==> config.mk <==
export PLATFORM = sky130hd
export DESIGN_NAME = prom_nibble_reader
export DESIGN_NICKNAME = d
export VERILOG_FILES = /design/src/rtl/prom_pkg.sv /design/src/rtl/prom_wait_timer.sv /design/src/rtl/prom_nibble_reader.sv
export SDC_FILE = /design/constraint.sdc
export NUM_CORES = 1
export LEC_CHECK = 0
export ABC_AREA = 1
export CAP_MARGIN = 15
export CORE_MARGIN = 5
export CORE_UTILIZATION = 35
export CTS_CLUSTER_SIZE = 24
export DETAILED_ROUTE_END_ITERATION = 7
export GPL_ROUTABILITY_DRIVEN = 0
export PLACE_DENSITY = 0.73
export SLEW_MARGIN = 20
export SYNTH_ARGS = -nofsm -noshare
export SYNTH_HDL_FRONTEND = slang
export SYNTH_SLANG_ARGS = --single-unit
export TNS_END_PERCENT = 10
==> constraint.sdc <==
create_clock -name clk -period 1.55 [get_ports clk]
set_input_delay 0.31 -clock clk [delete_from_list [all_inputs] [get_ports clk]]
set_output_delay 0.31 -clock clk [all_outputs]
set_load 0.02 [all_outputs]
==> src/rtl/prom_pkg.sv <==
// Shared constants for the 256x4 PROM read path.
// State encoding and PROM geometry, common to controller and PROM models.
package prom_pkg;

  localparam int PROM_AW = 8;
  localparam int PROM_DW = 4;

  localparam logic [1:0] IDLE   = 2'd0;
  localparam logic [1:0] ACCESS = 2'd1;
  localparam logic [1:0] DONE   = 2'd2;

  typedef enum logic [1:0] {
    ST_IDLE   = IDLE,
    ST_ACCESS = ACCESS,
    ST_DONE   = DONE
  } state_t;

  // PROM addresses wrap at the top of the 256-word array
  function automatic logic [PROM_AW-1:0] addr_inc(
    input logic [PROM_AW-1:0] a
  );
    return a + 1'b1;
  endfunction

endpackage

==> src/rtl/prom_wait_timer.sv <==
// Access-wait counter: counts 0..WAIT, flags the sampling cycle.
// Clear has priority over count enable.
module prom_wait_timer
  import prom_pkg::*;
#(
  parameter int WAIT = 2
) (
  input  logic clk,
  input  logic rst_,
  input  logic clr_i,
  input  logic en_i,
  output logic term_o
);

  logic [3:0] cnt_q;
  logic [3:0] cnt_d;

  always_comb begin
    cnt_d = cnt_q;
    if (clr_i) begin
      cnt_d = '0;
    end else if (en_i) begin
      cnt_d = cnt_q + 4'd1;
    end
  end

  always_ff @(posedge clk) begin
    if (!rst_) begin
      cnt_q <= '0;
    end else begin
      cnt_q <= cnt_d;
    end
  end

  assign term_o = (cnt_q == 4'(WAIT));

endmodule

==> src/rtl/prom_nibble_reader.sv <==
// Fetches NIBBLES consecutive 4-bit PROM words into one wide word.
// Chip selects stay low for the whole fetch; valid pulses once at the end.
module prom_nibble_reader
  import prom_pkg::*;
#(
  parameter int NIBBLES = 2,
  parameter int WAIT    = 2
) (
  input  logic                   clk,
  input  logic                   rst_,
  input  logic                   req,
  input  logic [PROM_AW-1:0]     start_a,
  output logic                   busy,
  output logic                   valid,
  output logic [4*NIBBLES-1:0]   data,
  output logic [PROM_AW-1:0]     rom_a,
  output logic                   rom_cs1_,
  output logic                   rom_cs2_,
  input  logic [PROM_DW-1:0]     rom_q
);

  localparam int IW = (NIBBLES > 1) ? $clog2(NIBBLES) : 1;
  localparam logic [IW-1:0] LAST = IW'(NIBBLES - 1);

  state_t               state_q, state_d;
  logic [PROM_AW-1:0]   addr_q, addr_d;
  logic [IW-1:0]        idx_q, idx_d;
  logic [4*NIBBLES-1:0] data_q, data_d;
  logic                 tmr_clr;
  logic                 tmr_en;
  logic                 tmr_term;

  prom_wait_timer #(
    .WAIT(WAIT)
  ) u_timer (
    .clk    (clk),
    .rst_   (rst_),
    .clr_i  (tmr_clr),
    .en_i   (tmr_en),
    .term_o (tmr_term)
  );

  always_comb begin
    state_d = state_q;
    addr_d  = addr_q;
    idx_d   = idx_q;
    data_d  = data_q;
    tmr_clr = 1'b1;
    tmr_en  = 1'b0;
    unique case (state_q)
      ST_IDLE: begin
        if (req) begin
          addr_d  = start_a;
          idx_d   = '0;
          state_d = ST_ACCESS;
        end
      end
      ST_ACCESS: begin
        tmr_clr = 1'b0;
        tmr_en  = 1'b1;
        if (tmr_term) begin
          data_d[PROM_DW*int'(idx_q) +: PROM_DW] = rom_q;
          tmr_clr = 1'b1;
          if (idx_q == LAST) begin
            state_d = ST_DONE;
          end else begin
            idx_d  = idx_q + 1'b1;
            addr_d = addr_inc(addr_q);
          end
        end
      end
      ST_DONE: begin
        state_d = ST_IDLE;
      end
      default: begin
        state_d = ST_IDLE;
      end
    endcase
  end

  always_ff @(posedge clk) begin
    if (!rst_) begin
      state_q <= ST_IDLE;
      addr_q  <= '0;
      idx_q   <= '0;
      data_q  <= '0;
    end else begin
      state_q <= state_d;
      addr_q  <= addr_d;
      idx_q   <= idx_d;
      data_q  <= data_d;
    end
  end

  assign busy     = (state_q == ST_ACCESS);
  assign valid    = (state_q == ST_DONE);
  assign rom_cs1_ = ~busy;
  assign rom_cs2_ = ~busy;
  assign rom_a    = addr_q;
  assign data     = data_q;

endmodule

==> impl_metrics.ini <==
[timing]
setup_viol = 0
relSlewSlack_pct = 80.8
tightest_slew_ns = 0.287
rsz0062_at_grt = no
setup_tns_ns = 0
fmax_mhz = 713
hold_viol_final = 0
period_needed_ns = 1.40
post-route-period-util_pct = 90.5
final-max-slew-violation-count = 0
skew_ns = 0.000986

[layout]
area_delta_synth_final_pct = 31.6
nets = 228
n_antenna_cell = 0
drive_gt1_share_pct = 11.0
stdcell_area_sq_um = 1580

[grt]
grtUsageTotal_pct = 13.0
grt_pass1_vias = 1091
antenna_found_initial = 0
grt_overflow = 0
grt_max_degree = 17
grt_pass1_wl_um = 4690

[synth]
synth_most_common_cell = nor2_1
synth_cells = 172
synthArstFlopShare_pct = 0
synthTopCellsByArea = dfxtp_1, nor2_1, nand2_1
synth_area_sq_um = 1200
synth-seq-cells = 23
synth_flop_cell = dfxtp_1
syn_nets = 190
synth_top_area_share_pct = 38.4
yosysUniqueCellTypes = 26
avgSynthCellArea_sq_um = 6.98
synth_seq_area_share_pct = 38.4
synth-edff-count = 0
yosysWarnings = 0
synth_common_cells = nor2_1, nand2_1, dfxtp_1, inv_1, a21oi_1
synth_area_leader_cell = dfxtp_1

[worst_setup_path]
critPathBufInv = 1
crit_family = flip-flops
cp_slowest_cell = dfxtp_1
critPathKind = reg -> out
startpoint_type = register
crit_chain = dlygate4sd2_1
critPathRequiredTime_ns = 1.24
end_kind = output pin
cp_data_arrival_time_ns = 1.09
max_stage_delay_ns = 0.43
cp_max_fo = 5

[route]
antenna_left = 0
dr.pass1.iters = 4
routed_wl_um = 2660
routed_via_density = 4.51
vias = 1150
drt_iter0_markers = 70
post-route-drc-count = 0
detail_route.wl_per_cell_um = 10.4

[clock_tree]
postCtsSetupBuffers = 0
htree_levels = 1
cts_buffers = 3
cts_tree = done
clk_latency_ns = 0.31
clockRootBuffer = clkbuf_4
cts_resized = 23
cts.clk_slew.worst_paths_ns = 0.12
holdBufCountCts = 0
cts.sinks = 23
cts_max_path_buffers = 2

[min_path]
hp-class = reg -> reg

[placement]
port_buffers = 34
place_area_sq_um = 1590
dp_hpwl_um = 2110

[pwr]
peakVddDrop_mv = 0.278
powerDensity_nw_per_um2 = 782
p_leak_uw = 0.000705

[floorplan]
die_h_um = 68.6
core_area_sq_um = 3340
die_area_sq_um = 4700
start_util_pct = 36.0
io_pins = 35
chipWidth_um = 68.6
placementRows = 21

[job]
maxCapViolations = 0

[status]
status = complete, no violations
flip-flops by register name, indices dropped and copies added (netlist names):
register / flops
data: 8
idx_q: 1
state_q: 2
u_timer.cnt_q: 4
rom_a: 8
report_power, final:
part	total, uW	switching, uW	internal [uW]
Sequential	650	29.4	620
Clock	279	178	100
Combinational	306	175	131
Total	1230	383	852
stage by stage:
step | util [%] | hold WS [ns] | setup slack (ns) | total power, uW | std cells
detailed placement | 47.7 | 0.454 | 0.0506 | 997 | 251
global route | 47.3 | 0.497 | 0.0283 | 1320 | 255
global placement | 47.7 | 0.447 | 0.0775 | 991 | 251
CTS | 47.8 | 0.479 | 0.00806 | 1260 | 255
finish | 47.3 | 0.473 | 0.147 | 1230 | 255
floorplan | - | 0.430 | 0.278 | 861 | 172
final timing paths:
path	start	endpoint	slack, ns	cells past startpoint
worst min-delay path	data[5]$_SDFFE_PN0P_	data[5]$_SDFFE_PN0P_	0.47	2
worst min register to register	data[5]$_SDFFE_PN0P_	data[5]$_SDFFE_PN0P_	0.47	2
worst max register to register	state_q[1]$_SDFFE_PN0P_	rom_a[7]$_SDFFE_PN0P_	0.18	9
worst max-delay path	rom_a[0]$_SDFFE_PN0P_	rom_a[0]	0.15	1
area by class of cell:
type	instances	area, sq um
sequential	23	462
clock buffer	4	26.3
inverter	22	85.1
fill	368	1760
timing repair buffer	39	338
tap	46	57.6
multi-input combinational	121	611
cells by family (layout without fill, tap and decap cells):
family / count (synthesis) / in the layout / share of synthesized area, %
xor gates and xnor gates: 1 / 1 / 0.730
AOI/OAI and AO/OA: 32 / 32 / 14.2
and+or+nand+nor: 85 / 85 / 32.8
DFF: 23 / 23 / 38.4
adders and majority gates: 3 / 3 / 3.13
buffers and inverters: 28 / 65 / 10.7
worst min-delay path, delay by kind of cell, from the launching register on:
kind,cells,cell delay (ns)
flops,1,0.33
compound gates,1,0.05
simple gates,1,0.06
metal layers:
metal	vias to the layer above	wire length, um	share of wire [%]	GRT usage, %
met4	0	40	1.5	4.47
met2	26	1210	46	21.3
met1	500	1250	47	16.6
met3	5	160	6.0	2.92
li1	619	-	-	-
met5	-	0	0	0
layout by cell type (no fill, tap or decap):
master           instances
nand3_4                  1
buf_4                    5
or2_0                    1
nor2_1                  34
dfxtp_2                  1
inv_2                    1
dlygate4sd2_1           16
a21oi_1                 12
nand2_4                  2
nand4_1                  1
clkbuf_2                 4
nand3_2                  1
nor3b_2                  1
o21a_1                   2
nor2_4                   1
nand3_1                 11
xor2_1                   1
inv_1                   20
ha_1                     3
o21ai_1                 11
clkbuf_1                 1
inv_4                    1
o21bai_1                 2
nand2_2                  2
nand2_1                 30
clkdlybuf4s50_1         14
clkbuf_4                 3
dfxtp_1                 22
o21ai_0                  5
Note: power is estimated with default switching activity, not from simulation.
